<file path="config.mk">
export PLATFORM = sky130hd
export DESIGN_NAME = jzjpcc_decode_execute_stage
export DESIGN_NICKNAME = d
export VERILOG_FILES = /design/src/rtl/jzjpcc_decode_execute_stage.sv
export SDC_FILE = /design/constraint.sdc
export NUM_CORES = 1
export LEC_CHECK = 0
export ABC_AREA = 1
export CAP_MARGIN = 30
export CORE_MARGIN = 4
export CORE_UTILIZATION = 40
export DETAILED_ROUTE_END_ITERATION = 12
export PLACE_DENSITY_LB_ADDON = 0.05
export SKIP_LAST_GASP = 1
export SLEW_MARGIN = 20
export SYNTH_ARGS = -nofsm -noshare
export SYNTH_HDL_FRONTEND = slang
export SYNTH_SLANG_ARGS = --single-unit
</file>
<file path="constraint.sdc">
create_clock -name clock -period 2.84 [get_ports clock]
set_input_delay 0.284 -clock clock [delete_from_list [all_inputs] [get_ports clock]]
set_output_delay 0.284 -clock clock [all_outputs]
set_load 0.02 [all_outputs]
</file>
<file path="src/rtl/jzjpcc_decode_execute_stage.sv">
// jzjpcc_decode_execute_stage: decode/execute pipeline register with operand forwarding and load-use detection
module jzjpcc_decode_execute_stage #(
  parameter int FORWARDING_EN = 1
) (
  input  logic        clock,
  input  logic        reset,
  input  logic        stall,
  input  logic        flush,
  input  logic        valid_decode,
  input  logic [31:0] pc_decode,
  input  logic [31:0] rs1Data_decode,
  input  logic [31:0] rs2Data_decode,
  input  logic [31:0] immediate_decode,
  input  logic [4:0]  rs1Addr_decode,
  input  logic [4:0]  rs2Addr_decode,
  input  logic [4:0]  rdAddr_decode,
  input  logic [2:0]  aluOperation_decode,
  input  logic        aluMod_decode,
  input  logic        aluSrcA_decode,
  input  logic [1:0]  aluSrcB_decode,
  input  logic        regWrite_decode,
  input  logic        memRead_decode,
  input  logic        memWrite_decode,
  input  logic [31:0] aluResult_memory,
  input  logic [4:0]  rdAddr_memory,
  input  logic        regWrite_memory,
  input  logic [31:0] rdData_writeback,
  input  logic [4:0]  rdAddr_writeback,
  input  logic        regWrite_writeback,
  output logic [31:0] aluOperandA,
  output logic [31:0] aluOperandB,
  output logic [2:0]  aluOperation_execute,
  output logic        aluMod_execute,
  output logic [31:0] storeData_execute,
  output logic [4:0]  rdAddr_execute,
  output logic        regWrite_execute,
  output logic        memRead_execute,
  output logic        memWrite_execute,
  output logic        valid_execute,
  output logic        loadUseStall
);
  typedef struct packed {
    logic        valid;
    logic [31:0] pc;
    logic [31:0] rs1_data;
    logic [31:0] rs2_data;
    logic [31:0] imm;
    logic [4:0]  rs1_addr;
    logic [4:0]  rs2_addr;
    logic [4:0]  rd_addr;
    logic [2:0]  alu_op;
    logic        alu_mod;
    logic        src_a;
    logic [1:0]  src_b;
    logic        reg_write;
    logic        mem_read;
    logic        mem_write;
  } stage_t;
  stage_t r, d;
  logic fw, mem_hit1, mem_hit2, wb_hit1, wb_hit2;
  logic [31:0] fwd_rs1, fwd_rs2;
  assign d = '{valid: valid_decode, pc: pc_decode, rs1_data: rs1Data_decode,
               rs2_data: rs2Data_decode, imm: immediate_decode, rs1_addr: rs1Addr_decode,
               rs2_addr: rs2Addr_decode, rd_addr: rdAddr_decode, alu_op: aluOperation_decode,
               alu_mod: aluMod_decode, src_a: aluSrcA_decode, src_b: aluSrcB_decode,
               reg_write: regWrite_decode, mem_read: memRead_decode, mem_write: memWrite_decode};
  assign loadUseStall = r.mem_read & r.valid & valid_decode & (r.rd_addr != 5'd0) &
                        ((r.rd_addr == rs1Addr_decode) | (r.rd_addr == rs2Addr_decode));
  always_ff @(posedge clock) begin
    if (!reset) r <= '0;
    else if (flush) r <= '0;
    else if (stall) r <= r;
    else if (loadUseStall) r <= '0;
    else r <= d;
  end
  // x0 never forwards, so a zero destination address can never hit
  assign fw       = FORWARDING_EN != 0;
  assign mem_hit1 = fw & regWrite_memory & (rdAddr_memory != 5'd0) & (rdAddr_memory == r.rs1_addr);
  assign mem_hit2 = fw & regWrite_memory & (rdAddr_memory != 5'd0) & (rdAddr_memory == r.rs2_addr);
  assign wb_hit1  = fw & regWrite_writeback & (rdAddr_writeback != 5'd0) & (rdAddr_writeback == r.rs1_addr);
  assign wb_hit2  = fw & regWrite_writeback & (rdAddr_writeback != 5'd0) & (rdAddr_writeback == r.rs2_addr);
  assign fwd_rs1 = mem_hit1 ? aluResult_memory : wb_hit1 ? rdData_writeback : r.rs1_data;
  assign fwd_rs2 = mem_hit2 ? aluResult_memory : wb_hit2 ? rdData_writeback : r.rs2_data;
  assign aluOperandA = r.src_a ? r.pc : fwd_rs1;
  assign aluOperandB = r.src_b == 2'b00 ? fwd_rs2 :
                       r.src_b == 2'b01 ? r.imm :
                       r.src_b == 2'b10 ? 32'd4 : 32'd0;
  assign storeData_execute    = fwd_rs2;
  assign aluOperation_execute = r.alu_op;
  assign aluMod_execute       = r.alu_mod;
  assign rdAddr_execute       = r.rd_addr;
  assign regWrite_execute     = r.reg_write;
  assign memRead_execute      = r.mem_read;
  assign memWrite_execute     = r.mem_write;
  assign valid_execute        = r.valid;
endmodule

</file>
==> results.toml <==
[clock_network]
cts.root.buffer_cell = "clkbuf_16"
path_clk_slew_ps = 70
htreeDepth = 4
cts.sinks = 154
cts_made_buffers = 17
clockBufferDepth = 2
cts_tree = "built"
hold_buffers = 0
insertion_delay_ps = 420

[drt]
drt_wl_total_mm = 35.9
remaining_drc_errors = 0
drt_iter0_markers = 676
drt_pass1_iterations = 7
wl_per_cell_um = 18.8
vias_per_cell = 5.30
ant_nets = 0
vias = 10100

[sta]
skew_ps = 8.49
slew_viol_final = 0
timing.slew.headroom_pct = 53.9
tightest_slew_ps = 692
hold_slack_ps = 406
setup_violations = 0
max_freq_mhz = 354
post-route-min-period_ps = 2830
hold_viol_final = 0
finalCritPeriodShare_pct = 99.6
grt_setup_unrepaired = "true"

[status]
status = "completed"

[synth]
ys_warn_count = 0
synth.avg_cell_area_um2 = 6.64
yosys.area.top_type = "dfxtp_1"
synth_top_area_share_pct = 34.8
synth.distinct_cells = 26
postSynthCellCount = 1335
synth-seq-area-share_pct = 34.8
ys_ff_latch = 154
synth_area_um2 = 8860
synthTopCellsByArea = "dfxtp_1 35%, nand2_1 17%, a21oi_1 8.7%"
syn_nets = 1569

[floorplan]
die_h_um = 157
start_util_pct = 40.6
dieArea_um2 = 24600
io_pins = 344
die_width_um = 157
core_um2 = 21800
rows = 54

[placed_design]
dp.cells = 1868
post_dp_cell_area_um2 = 12500
port_buffers = 343
hpwl_mm = 25.3
place_congestion = 0.952

[layout]
drive_gt1_share_pct = 5.74
area_growth_pct = 51.2
final_nets = 1843
final_area_um2 = 13400
final_cells = 1904
mostFrequentLayoutCells = "390 x nand2_1, 250 x clkdlybuf4s50_1, 154 x o21ai_0, 154 x a21oi_1, 153 x dfxtp_1"
final_common_cell = "nand2_1"

[power_and_ir_drop]
leakage_uw = 0.00715
power_density_nw_per_um2 = 451
vdd_drop_max_mv = 0.336
power_uw = 6050

[grt]
track_usage_pct = 27.7
first_global_vias = 9514
grt_remaining_overflow = 0
grt_max_degree = 155
antenna_found_initial = 7
grt_pass1_wl_mm = 53.6

[setup_path]
worstPathRequired_ps = 2560
worstReg2RegEnd = "r[45]$_SDFFE_PP0N_"
cp-start-kind = "primary input"
timing.rr.start = "rdAddr_execute[2]$_SDFFE_PP0N_"
end_kind = "output port"
critPathArrivalTime_ps = 2540
r2r_setup_slack_ps = 810
path_class = "primary input to output port"
reg2reg_depth = 8
setup.worst_path.start = "rdAddr_writeback[2]"
critPathMaxFanout = 32

[hold_path]
holdPathStages = 3
min_to = "memWrite_execute$_SDFFE_PP0N_"
worstHoldStart = "memWrite_decode"
hold_path_class = "primary input to flip-flop"

[job]
cap_violations = 0
==> worst max path at each step <==
| stage | end | slack (ps) | cells after the start |
|---|---|---|---|
| after global routing | aluOperandA[16] | -140 | 12 |
| final | aluOperandA[16] | 10 | 12 |
| after detailed placement | storeData_execute[15] | -20 | 10 |
| after global placement | aluOperandA[18] | -20 | 13 |
| after floorplan | storeData_execute[0] | 1230 | 6 |
| after CTS | aluOperandB[17] | 3 | 10 |
==> per-stage QoR <==
| step | util, % | TNS, ps | worst slack, ps |
|---|---|---|---|
| 6_report | 61.4 | 0 | 11.4 |
| 5_1_grt | 61.4 | -343 | -139 |
| 4_1_cts | 60.1 | 0 | 3.25 |
| 3_5_place_dp | 57.3 | -47.2 | -23.8 |
| 3_3_place_gp | 57.3 | -23.4 | -23.4 |
| 2_1_floorplan | - | 0 | 1230 |
==> report_power, final <==
part           internal (uW)  total, uW  leakage, uW  switching (uW)
registers               2250       2310      0.00126            55.8
logic                    666       1360      0.00560             693
clock network           1430       2380     0.000290             951
total                   4350       6050      0.00715            1700
==> metal layers <==
layer	global-route usage [%]	up-vias	wire length (um)
met5	0	-	67
met4	7.15	10	686
met3	7.80	55	3530
met2	43.8	456	16300
met1	37.5	4565	15300
li1	-	5008	-
==> critical path, cell delays in order <==
cell and delay (ps):
clkdlybuf4s50_1 570, nor2_1 70, nand3b_1 80, nand2_1 70, buf_4 140, nor2_4 140
buf_12 200, nand3_1 90, nand3_1 100, nand2_1 60, nand2_1 100, clkdlybuf4s50_1 620
==> cell usage after synthesis <==
| cell type | number |
|---|---|
| a21oi_1 | 154 |
| nor2_2 | 5 |
| nand3_1 | 132 |
| nand2_1 | 390 |
| inv_2 | 12 |
| inv_1 | 27 |
| buf_2 | 35 |
| clkbuf_1 | 64 |
| nand3_2 | 1 |
| xor2_1 | 18 |
| clkinv_1 | 2 |
| buf_6 | 16 |
| dfxtp_1 | 154 |
| o21ai_0 | 154 |
| buf_8 | 1 |
| buf_4 | 8 |
| and2_1 | 32 |
| nor2_1 | 15 |
| nand3b_1 | 34 |
| xnor2_1 | 11 |
| o21ai_2 | 1 |
| nor3_2 | 1 |
| nand2_2 | 2 |
| nand4_1 | 33 |
| nor3_1 | 1 |
| o21bai_1 | 32 |
==> logic make-up (layout without fill, tap and decap cells) <==
kind of cell / after synthesis / count (layout) / synth area share [%]
buffers and inverters: 165 / 451 / 9.30
AND/OR/NAND/NOR: 646 / 646 / 32.8
AO/OA/AOI/OAI: 341 / 341 / 20.2
XOR/XNOR: 29 / 29 / 2.87
other: 0 / 3 / 0
flip-flops: 154 / 154 / 34.8
==> area by class of cell <==
type	count	area, um^2
antenna	3	7.51
clock buffer	21	460
clock inverter	10	141
fill	2054	8430
inverter	41	161
multi-input combinational	1016	5020
sequential	154	3080
tap	280	350
timing repair buffer	379	4170
==> state kept, by name, indices dropped and copies added, names as in the netlist <==
signal and flops:
memRead_execute 1, memWrite_execute 1, regWrite_execute 1, valid_execute 1, aluOperation_execute 3, r 141
aluMod_execute 1, rdAddr_execute 5
==> what timing repair did <==
item	4_1_cts	5_1_grt
setup buffers	0	1
endpoints found under the hold margin	0	0
gates cloned	0	1
resized for setup	3	92
endpoints found under the setup margin	3	92
Power figures use the tool's default switching activity.
